**config.mk**
```make
export PLATFORM = sky130hd
export DESIGN_NAME = seg_scan_ctrl_flat
export DESIGN_NICKNAME = d
export VERILOG_FILES = /design/src/rtl/seg_pkg.sv /design/src/rtl/seg_scan_ctrl_if.sv /design/src/rtl/seg_hex_decode.sv /design/src/rtl/seg_scan_ctrl.sv /design/src/flat_wrapper.sv
export SDC_FILE = /design/constraint.sdc
export NUM_CORES = 1
export LEC_CHECK = 0
export ABC_AREA = 0
export CORE_MARGIN = 1.5
export CORE_UTILIZATION = 45
export CTS_CLUSTER_DIAMETER = 50
export DETAILED_ROUTE_END_ITERATION = 7
export HOLD_SLACK_MARGIN = 0.08
export PLACE_DENSITY = 0.66
export SYNTH_ARGS = -nofsm -noshare
export SYNTH_HDL_FRONTEND = slang
export SYNTH_SLANG_ARGS = --single-unit
export TNS_END_PERCENT = 30
```
**constraint.sdc**
```tcl
create_clock -name clk -period 3.5 [get_ports clk]
set_input_delay 0.7 -clock clk [delete_from_list [all_inputs] [get_ports clk]]
set_output_delay 0.7 -clock clk [all_outputs]
set_load 0.1 [all_outputs]
```
**src/rtl/seg_pkg.sv**
```systemverilog
// Shared constants, types and the hex-to-segment table for the 4-digit
// multiplexed seven-segment scanner.
package seg_pkg;

  localparam int unsigned NUM_DIGITS = 4;
  localparam logic [7:0]  SEG_OFF    = 8'hFF;
  localparam logic [3:0]  AN_OFF     = 4'hF;

  // Active-low segments g..a, a=bit0; index 15 (F) listed first.
  localparam logic [15:0][6:0] HEX_SEG = {
    7'h0E, 7'h06, 7'h21, 7'h46, 7'h03, 7'h08, 7'h10, 7'h00,
    7'h78, 7'h02, 7'h12, 7'h19, 7'h30, 7'h24, 7'h79, 7'h40
  };

  typedef struct packed {
    logic [4*NUM_DIGITS-1:0] data;
    logic [NUM_DIGITS-1:0]   dp;
    logic [NUM_DIGITS-1:0]   blank;
  } frame_t;

  localparam frame_t FRAME_RST = '{data: '0, dp: '0, blank: '1};

endpackage

```
**src/rtl/seg_scan_ctrl_if.sv**
```systemverilog
// Frame-write handshake between a display writer and seg_scan_ctrl.
interface seg_scan_ctrl_if;
  import seg_pkg::*;

  logic                    wr_valid;
  logic                    wr_ready;
  logic [4*NUM_DIGITS-1:0] wr_data;
  logic [NUM_DIGITS-1:0]   wr_dp;
  logic [NUM_DIGITS-1:0]   wr_blank;

  modport master (output wr_valid, wr_data, wr_dp, wr_blank, input wr_ready);
  modport slave  (input wr_valid, wr_data, wr_dp, wr_blank, output wr_ready);

endinterface

```
**src/rtl/seg_hex_decode.sv**
```systemverilog
// Combinational hex nibble to active-low seven-segment decoder.
module seg_hex_decode
  import seg_pkg::*;
(
  input  logic [3:0] nib_i,
  output logic [6:0] seg_o
);

  always_comb begin
    seg_o = HEX_SEG[nib_i];
  end

endmodule

```
**src/rtl/seg_scan_ctrl.sv**
```systemverilog
// Multiplexed 4-digit seven-segment scanner with a one-deep pending frame buffer.
// Optional blink support is compiled in when SEG_BLINK_EN is defined.
module seg_scan_ctrl
  import seg_pkg::*;
#(
  parameter int unsigned SCAN_DIV  = 50000,
  parameter int unsigned BLINK_DIV = 100
) (
  input  logic                  clk,
  input  logic                  rst_n,
  seg_scan_ctrl_if.slave        wr,
`ifdef SEG_BLINK_EN
  input  logic [NUM_DIGITS-1:0] blink_mask,
`endif
  output logic [7:0]            seg,
  output logic [NUM_DIGITS-1:0] an,
  output logic                  frame_done
);

  localparam int unsigned    PW         = (SCAN_DIV > 1) ? $clog2(SCAN_DIV) : 1;
  localparam logic [PW-1:0]  PRESC_LAST = PW'(SCAN_DIV - 1);

  logic [PW-1:0]           presc_q, presc_d;
  logic [1:0]              idx_q, idx_d;
  frame_t                  pend_q, pend_d, disp_q, disp_d;
  logic                    pend_full_q, pend_full_d;
  logic [7:0]              seg_q, seg_d;
  logic [NUM_DIGITS-1:0]   an_q, an_d;
  logic                    fd_q, fd_d;
  logic                    tick, boundary, accept, blanked;
  logic [3:0]              nib;
  logic [6:0]              nib_seg;

`ifdef SEG_BLINK_EN
  localparam logic [7:0] BLINK_LAST = 8'(BLINK_DIV - 1);
  logic [7:0] fcnt_q, fcnt_d;
  logic       phase_q, phase_d;
`endif

  seg_hex_decode u_dec (
    .nib_i (nib),
    .seg_o (nib_seg)
  );

  assign wr.wr_ready = !pend_full_q;
  assign seg         = seg_q;
  assign an          = an_q;
  assign frame_done  = fd_q;

  always_comb begin
    tick        = (presc_q == PRESC_LAST);
    boundary    = tick && (idx_q == 2'(NUM_DIGITS - 1));
    accept      = wr.wr_valid && !pend_full_q;
    presc_d     = tick ? '0 : presc_q + 1'b1;
    idx_d       = tick ? idx_q + 1'b1 : idx_q;
    pend_d      = pend_q;
    pend_full_d = pend_full_q;
    disp_d      = disp_q;
    // Commit and accept are exclusive: accept needs pending empty.
    if (boundary && pend_full_q) begin
      disp_d      = pend_q;
      pend_full_d = 1'b0;
    end
    if (accept) begin
      pend_d      = '{data: wr.wr_data, dp: wr.wr_dp, blank: wr.wr_blank};
      pend_full_d = 1'b1;
    end

    nib     = disp_q.data[{idx_q, 2'b00} +: 4];
    blanked = disp_q.blank[idx_q];
`ifdef SEG_BLINK_EN
    blanked = blanked | (phase_q & blink_mask[idx_q]);
    fcnt_d  = fcnt_q;
    phase_d = phase_q;
    if (boundary) begin
      if (fcnt_q == BLINK_LAST) begin
        fcnt_d  = '0;
        phase_d = ~phase_q;
      end else begin
        fcnt_d  = fcnt_q + 1'b1;
      end
    end
`endif

    an_d  = (presc_q == '0 || blanked) ? AN_OFF : ~(4'b0001 << idx_q);
    seg_d = blanked ? SEG_OFF : {~disp_q.dp[idx_q], nib_seg};
    fd_d  = boundary;
  end

  always_ff @(posedge clk or negedge rst_n) begin
    if (!rst_n) begin
      presc_q     <= '0;
      idx_q       <= '0;
      pend_q      <= '0;
      pend_full_q <= 1'b0;
      disp_q      <= FRAME_RST;
      seg_q       <= SEG_OFF;
      an_q        <= AN_OFF;
      fd_q        <= 1'b0;
    end else begin
      presc_q     <= presc_d;
      idx_q       <= idx_d;
      pend_q      <= pend_d;
      pend_full_q <= pend_full_d;
      disp_q      <= disp_d;
      seg_q       <= seg_d;
      an_q        <= an_d;
      fd_q        <= fd_d;
    end
  end

`ifdef SEG_BLINK_EN
  always_ff @(posedge clk or negedge rst_n) begin
    if (!rst_n) begin
      fcnt_q  <= '0;
      phase_q <= 1'b0;
    end else begin
      fcnt_q  <= fcnt_d;
      phase_q <= phase_d;
    end
  end
`endif

endmodule

```
**src/flat_wrapper.sv**
```systemverilog
// flat-port wrapper written by rule: the top's interface ports become plain ports
module seg_scan_ctrl_flat import seg_pkg::*;
#(
  parameter int unsigned SCAN_DIV  = 50000,
  parameter int unsigned BLINK_DIV = 100
)
  (clk, rst_n, seg, an, frame_done, wr_wr_valid, wr_wr_data, wr_wr_dp, wr_wr_blank, wr_wr_ready);
  seg_scan_ctrl_if wr_i ();
  input  logic clk;
  input  logic rst_n;
  output logic [7:0] seg;
  output logic [NUM_DIGITS-1:0] an;
  output logic frame_done;
  input wire logic [$bits(wr_i.wr_valid)-1:0] wr_wr_valid;
  input wire logic [$bits(wr_i.wr_data)-1:0] wr_wr_data;
  input wire logic [$bits(wr_i.wr_dp)-1:0] wr_wr_dp;
  input wire logic [$bits(wr_i.wr_blank)-1:0] wr_wr_blank;
  output wire logic [$bits(wr_i.wr_ready)-1:0] wr_wr_ready;
  assign wr_i.wr_valid = wr_wr_valid;
  assign wr_i.wr_data = wr_wr_data;
  assign wr_i.wr_dp = wr_wr_dp;
  assign wr_i.wr_blank = wr_wr_blank;
  assign wr_wr_ready = wr_i.wr_ready;
  seg_scan_ctrl #(.SCAN_DIV(SCAN_DIV), .BLINK_DIV(BLINK_DIV)) u_core (.clk(clk), .rst_n(rst_n), .wr(wr_i), .seg(seg), .an(an), .frame_done(frame_done));
endmodule
```
==> flow_summary_export.csv, run 1 <==
group,metric,value,unit
layout,insertedDiodeCount,0,
power_and_ir_drop,power.share.switching,23.9,%
synthesis,post_synth_num_cell_types,40,
clocking,clk-insertion-delay-late,360,ps
power_and_ir_drop,pwr_total,0.00167,W
layout,num-fill-cells,675,
routing,route.antenna.remaining_nets,0,
sta,timing.max_slew.rel_slack,35.9,%
worst_setup_path,arrival,2770,ps
layout,seq_area,2020,um^2
synthesis,netlist.area_leader.share,44.5,%
sta,fin_crit,2520,ps
routing,drt_pass1_iterations,4,
sta,timing.final.ws_setup,982,ps
placement,dp.cells,398,
synthesis,synthTopCellsByArea,"sky130_fd_sc_hd__dfrtp_1 (44%), sky130_fd_sc_hd__dfstp_2 (12%), sky130_fd_sc_hd__mux2_2 (9.7%)",
routing,detail_route.iter0.violations,64,
clocking,tritoncts_clock_tree,"done",
routing,routed_wl_per_cell,14.7,um
routing,num_vias,2129,
power_and_ir_drop,cellInternalPower,0.00127,W
sta,hold_slack,485,ps
routing,drt_wirelength,6090,um
floorplan,placement_rows,32,
sta,finalSetupTns,0,ps
placement,dp_slack,995,ps
power_and_ir_drop,power.share.sequential,58.4,%
power_and_ir_drop,powerDensity,395,nW/um^2
min_path,worst_min_delay_path_class,"in -> async",
global_routing,initial_antenna_violation_count,0,
global_routing,first_global_vias,2115,
synthesis,synth_area_leader_cell,"sky130_fd_sc_hd__dfrtp_1",
clocking,number_of_buffers_inserted_for_hold_repair_after_clock_tree_synthesis,0,
clocking,post_cts_setup_buffers,0,
clocking,cts_max_path_buffers,2,
worst_setup_path,critPathLaunch,"u_core.presc_q[10]$_DFF_PN0_",
synthesis,ys_dominant_reg_cell,"sky130_fd_sc_hd__dfrtp_1",
synthesis,ys_top_cells_by_count,"sky130_fd_sc_hd__dfrtp_1 (64), sky130_fd_sc_hd__mux2_2 (31), sky130_fd_sc_hd__nand2_1 (18), sky130_fd_sc_hd__dfstp_2 (16), sky130_fd_sc_hd__nor2_1 (14)",
global_routing,grt_pass1_wl,10300,um
placement,detailedPlacementHpwl,4090,um
routing,remaining_drc_errors,0,
worst_setup_path,worstSetupStartpointType,"flip-flop",
run,timing.max_cap.violations,0,
worst_setup_path,worst-path-max-fanout,25,
synthesis,synth_enable_flop_cells,0,
clocking,htreeDepth,3,
sta,finalClockSkew,9.68,ps
layout,synthToLayoutAreaGrowth,17.1,%
power_and_ir_drop,clockPowerShare,37.0,%
power_and_ir_drop,power.share.combinational,4.5,%
sta,final_hold_violation_count,0,
placement,buffer_ports.inserted,40,
sta,final.period_utilization,72.0,%
clocking,post_cts_resized,0,
synthesis,synth.ff_latch_count,80,
layout,layoutNonFillerInstCount,414,
sta,setup_viol,0,
floorplan,area_of_the_die,8550,um^2
power_and_ir_drop,power.leakage,1.87,nW
clocking,cts_root_buffer,"sky130_fd_sc_hd__clkbuf_8",
layout,post_route_cells_drive_above_1_share,32.1,%
floorplan,die_x,92.5,um
synthesis,synth.avg_cell_area,13.6,um^2
worst_setup_path,crit_path_end_kind,"flip-flop",
placement,routabilityCongestion,0.757,
synthesis,synthesis.instances,265,
worst_setup_path,required,3750,ps
worst_setup_path,worst-setup-path-type,"reg -> reg",
synthesis,synth-warning-count,0,
global_routing,grt_max_degree,81,
outcome,result_of_the_run,"complete, no violations",
power_and_ir_drop,p_sw,0.000398,W
floorplan,die_y,92.5,um
sta,worst-slew-pin-transition,958,ps
global_routing,grt_use_total,16.0,%
worst_setup_path,r2r_start,"u_core.presc_q[10]$_DFF_PN0_",
clocking,clkSlewWorstSetupHoldPaths,90,ps
global_routing,grt-ovfl-total,0,
synthesis,synth.yosys.seq_area_share,56.1,%
power_and_ir_drop,worst_vdd_rail_ir_drop,0.182,mV
synthesis,synth.most_common_cell,"sky130_fd_sc_hd__dfrtp_1",
floorplan,num_io_pins,41,
floorplan,coreArea,7730,um^2
synthesis,synth.cell_area,3600,um^2
sta,final-max-slew-violation-count,0,
sta,rsz_0062_raised_after_global_routing,"false",
layout,multi_input_area,1470,um^2
synthesis,syn_nets,304,
floorplan,initial_util,46.6,%
routing,number_of_vias_per_cell,5.14,
sta,max_freq,397,MHz
clocking,number_of_clock_sinks,80,
synthesis,synthArstFlopShare,100,%
layout,finish.net_count,346,
clocking,cts_buffers,9,
[layer usage]
metal | vias to the layer above | part of all wire [%] | track usage (%)
met3 | 10 | 4.4 | 3.69
met2 | 44 | 46 | 24.0
li1 | 1013 | - | -
met1 | 1062 | 47 | 21.2
met4 | 0 | 2.0 | 9.49
met5 | - | 0 | 0
[power by group through the flow]
stage                     clock [W]  sequential (W)  combinational, W
after CTS                  0.000639        0.000975         0.0000780
after floorplan                   0        0.000985         0.0000287
final                      0.000617        0.000974         0.0000754
after detailed placement          0        0.000993         0.0000779
after global routing       0.000681        0.000979         0.0000853
after global placement            0        0.000992         0.0000759
[flip-flops by register name (all words and copies together), names as in the netlist]
name and cells:
u_core.idx_q 2, u_core.frame_done 1, u_core.seg 8, u_core.disp_q 24, u_core.pend_q 24, u_core.pend_full_q 1
u_core.presc_q 16, u_core.an 4
[logic make-up (layout without fill, tap and decap cells)]
kind of cell,after synthesis,after routing,share of synthesized area (%)
flip-flops,80,80,56.1
AND/OR/NAND/NOR,65,65,9.41
multiplexers,58,58,20.6
buffers and inverters,21,68,3.20
XOR/XNOR,15,15,3.65
AO/OA/AOI/OAI,14,14,2.81
adder cells (fa/ha/maj),12,12,4.17
[final timing paths]
kind / to / slack, ps / depth (start not counted)
max in group asynchronous: u_core.pend_q[20]$_DFFE_PN0P_ / 2390 / 1
min in group clk: u_core.disp_q[23]$_DFFE_PN0P_ / 490 / 1
worst max-delay path: u_core.disp_q[7]$_DFFE_PN0P_ / 980 / 6
worst max register to register: u_core.disp_q[7]$_DFFE_PN0P_ / 980 / 6
worst min-delay path: u_core.presc_q[7]$_DFF_PN0_ / 490 / 1
worst min register to register: u_core.disp_q[23]$_DFFE_PN0P_ / 490 / 1
[cell type report]
class | instances | area share (%)
timing repair buffer | 43 | 9.20
multi-input combinational | 164 | 34.8
sequential | 80 | 47.9
tap | 102 | 3.03
clock buffer | 9 | 2.94
clock inverter | 7 | 1.31
inverter | 9 | 0.801
[stage by stage]
| stage | instance area (um^2) | utilization [%] |
|---|---|---|
| final | 4220 | 54.6 |
| after global routing | 4220 | 54.6 |
| after CTS | 4220 | 54.6 |
| after detailed placement | 4040 | 52.3 |
| after global placement | 4040 | 52.3 |
| after floorplan | 3600 | - |
[placed cells by master (no fill, tap or decap), drive strengths merged, types with 2 or more instances in the layout]
cell and count:
or2 2, mux2 50, o21ai 3, clkinvlp 2
mux2i 3, ha 12, nand3 7, a21oi 2
inv 11, o211ai 3, nor3 3, nor2 14
mux4 5, clkinv 3, nand4 6, dfstp 16
nor2b 2, clkbuf 9, xnor2 7, o221ai 2
and3 2, clkdlybuf4s50 26, nand2 18, xor2 8
dfrtp 64, nor4 5, buf 17
[worst max-delay path, cell delays in order, from the launching register on]
cell	delay, ps
sky130_fd_sc_hd__dfrtp_1	420
sky130_fd_sc_hd__or4_4	570
sky130_fd_sc_hd__nor4_4	280
sky130_fd_sc_hd__buf_4	230
sky130_fd_sc_hd__and3_1	170
sky130_fd_sc_hd__buf_4	340
sky130_fd_sc_hd__mux2_2	390
(Power assumes the default switching activity.)
==> run 2, diff against run 1 <==
==> constraint.sdc (replaced) <==
create_clock -name clk -period 2.5 [get_ports clk]
set_input_delay 0.5 -clock clk [delete_from_list [all_inputs] [get_ports clk]]
set_output_delay 0.5 -clock clk [all_outputs]
set_load 0.1 [all_outputs]
==> run 2 against run 1 <==
Sequential share of layout area down 1.3 points. Maximum frequency up 15%. Power up 56%. Largest cell class unchanged.
==> flow_summary_export.csv, run 2 (same netlist as run 1, synthesis figures left out) <==
group,metric,value,unit
routing,route.antenna.remaining_nets,0,
worst_setup_path,critical-path-max-stage-delay,570,ps
min_path,worst_min_delay_path_class,"in -> async",
floorplan,initial_util,46.6,%
clocking,cts_root_buffer,"sky130_fd_sc_hd__clkbuf_8",
worst_setup_path,worst-path-max-fanout,25,
layout,fin_area,4340,um^2
layout,synthToLayoutAreaGrowth,20.4,%
global_routing,grt_pass1_wl,10500,um
clocking,clkSlewWorstSetupHoldPaths,80,ps
routing,drt_pass1_iterations,4,
power_and_ir_drop,pwr_total,0.00261,W
clocking,number_of_buffers_inserted_for_hold_repair_after_clock_tree_synthesis,0,
routing,detail_route.iter0.violations,58,
routing,number_of_vias_per_cell,5.05,
worst_setup_path,arrival,2420,ps
clocking,clk-insertion-delay-late,350,ps
clocking,number_of_clock_sinks,80,
sta,rsz_0062_raised_after_global_routing,"false",
worst_setup_path,crit_path_cell_trace,"or4_4 > nor4_4 > and3_1 > buf_12 > mux2_2",
global_routing,grt_max_degree,42,
power_and_ir_drop,powerDensity,601,nW/um^2
routing,routed_wl_per_cell,14.4,um
power_and_ir_drop,power.leakage,1.93,nW
sta,setup_viol,0,
layout,mostFrequentLayoutCell,"sky130_fd_sc_hd__dfrtp_1",
worst_setup_path,reg2reg_depth,5,
floorplan,num_io_pins,41,
sta,finalSetupTns,0,ps
sta,max_freq,457,MHz
sta,timing.final.ws_setup,313,ps
floorplan,die_y,92.5,um
outcome,result_of_the_run,"complete, no violations",
layout,layoutNonFillerInstCount,418,
clocking,post_cts_setup_buffers,0,
placement,buffer_ports.inserted,40,
placement,placement.cell_area,4090,um^2
routing,remaining_drc_errors,0,
sta,final-max-slew-violation-count,0,
worst_setup_path,required,2740,ps
floorplan,area_of_the_die,8550,um^2
clocking,htreeDepth,3,
layout,finish.net_count,350,
sta,timing.max_slew.rel_slack,65.6,%
worst_setup_path,worst-setup-path-type,"reg -> reg",
placement,dp_slack,316,ps
worst_setup_path,crit_path_end_kind,"flip-flop",
routing,drt_wirelength,6030,um
worst_setup_path,worstSetupStartpointType,"flip-flop",
global_routing,initial_antenna_violation_count,0,
clocking,tritoncts_clock_tree,"done",
placement,detailedPlacementHpwl,4230,um
floorplan,die_x,92.5,um
routing,num_vias,2112,
layout,layout.cells.most_common_list,"sky130_fd_sc_hd__dfrtp_1 (64), sky130_fd_sc_hd__mux2_2 (31), sky130_fd_sc_hd__clkdlybuf4s50_1 (25)",
clocking,cts_max_path_buffers,2,
sta,fin_crit,2190,ps
placement,routabilityCongestion,0.825,
placement,dp.cells,402,
floorplan,coreArea,7730,um^2
layout,insertedDiodeCount,0,
layout,largestRegisters,"u_core.disp_q: 24 flops, u_core.pend_q: 24 flops, u_core.presc_q: 16 flops",
clocking,post_cts_resized,0,
global_routing,grt-ovfl-total,0,
sta,finalClockSkew,7.23,ps
sta,final_hold_violation_count,0,
worst_setup_path,crit_slowest_cell,"sky130_fd_sc_hd__or4_4",
layout,num-fill-cells,658,
sta,final.period_utilization,87.5,%
power_and_ir_drop,worst_vdd_rail_ir_drop,0.339,mV
layout,post_route_cells_drive_above_1_share,33.2,%
floorplan,placement_rows,32,
global_routing,grt_use_total,16.0,%
global_routing,first_global_vias,2147,
sta,worst-slew-pin-transition,517,ps
clocking,cts_buffers,9,
run,timing.max_cap.violations,0,
[run 2: layout make-up]
| class | count | area [um^2] | area share [%] |
|---|---|---|---|
| clock buffer | 9 | 124 | 2.86 |
| sequential | 80 | 2020 | 46.6 |
| tap | 102 | 128 | 2.94 |
| inverter | 9 | 33.8 | 0.779 |
| multi-input combinational | 164 | 1470 | 33.9 |
| timing repair buffer | 47 | 440 | 10.2 |
| clock inverter | 7 | 120 | 2.77 |
[run 2: routing by layer]
layer  GRT usage, %  vias up  wire, um
met1           22.6     1048      3000
met4           5.51        0        64
met3           5.42        7       233
li1               -     1017         -
met2           22.9       40      2730
met5              0        -         0
[run 2: path summary, 6_finish.rpt]
path,to,start,slack [ps]
max,u_core.disp_q[7]$_DFFE_PN0P_,u_core.presc_q[10]$_DFF_PN0_,310
min,u_core.presc_q[3]$_DFF_PN0_,rst_n,120
max reg2reg,u_core.disp_q[7]$_DFFE_PN0P_,u_core.presc_q[10]$_DFF_PN0_,310
min reg2reg,u_core.disp_q[11]$_DFFE_PN0P_,u_core.disp_q[11]$_DFFE_PN0P_,490
max in group asynchronous,u_core.disp_q[1]$_DFFE_PN1P_,rst_n,1740
min in group clk,u_core.disp_q[11]$_DFFE_PN0P_,u_core.disp_q[11]$_DFFE_PN0P_,490
[run 2: stage by stage]
stage               util (%)  hold slack (ps)
finish                  56.1              119
global route            56.1              152
CTS                     56.1              129
detailed placement      52.9              475
global placement        52.9              464
floorplan                  -              204
[run 2: worst max-delay path: cells and delay by family (launching register included)]
kind | cells | cell delay, ps
mux | 1 | 350
simple gates | 3 | 1120
flops | 1 | 400
buf+inv | 1 | 210
[run 2: power by group]
group	leakage, nW	switching, W	internal, W
registers	1.00	0.0000242	0.00134
clock network	0.119	0.000470	0.000664
logic	0.810	0.0000381	0.0000709
total	1.93	0.000532	0.00207
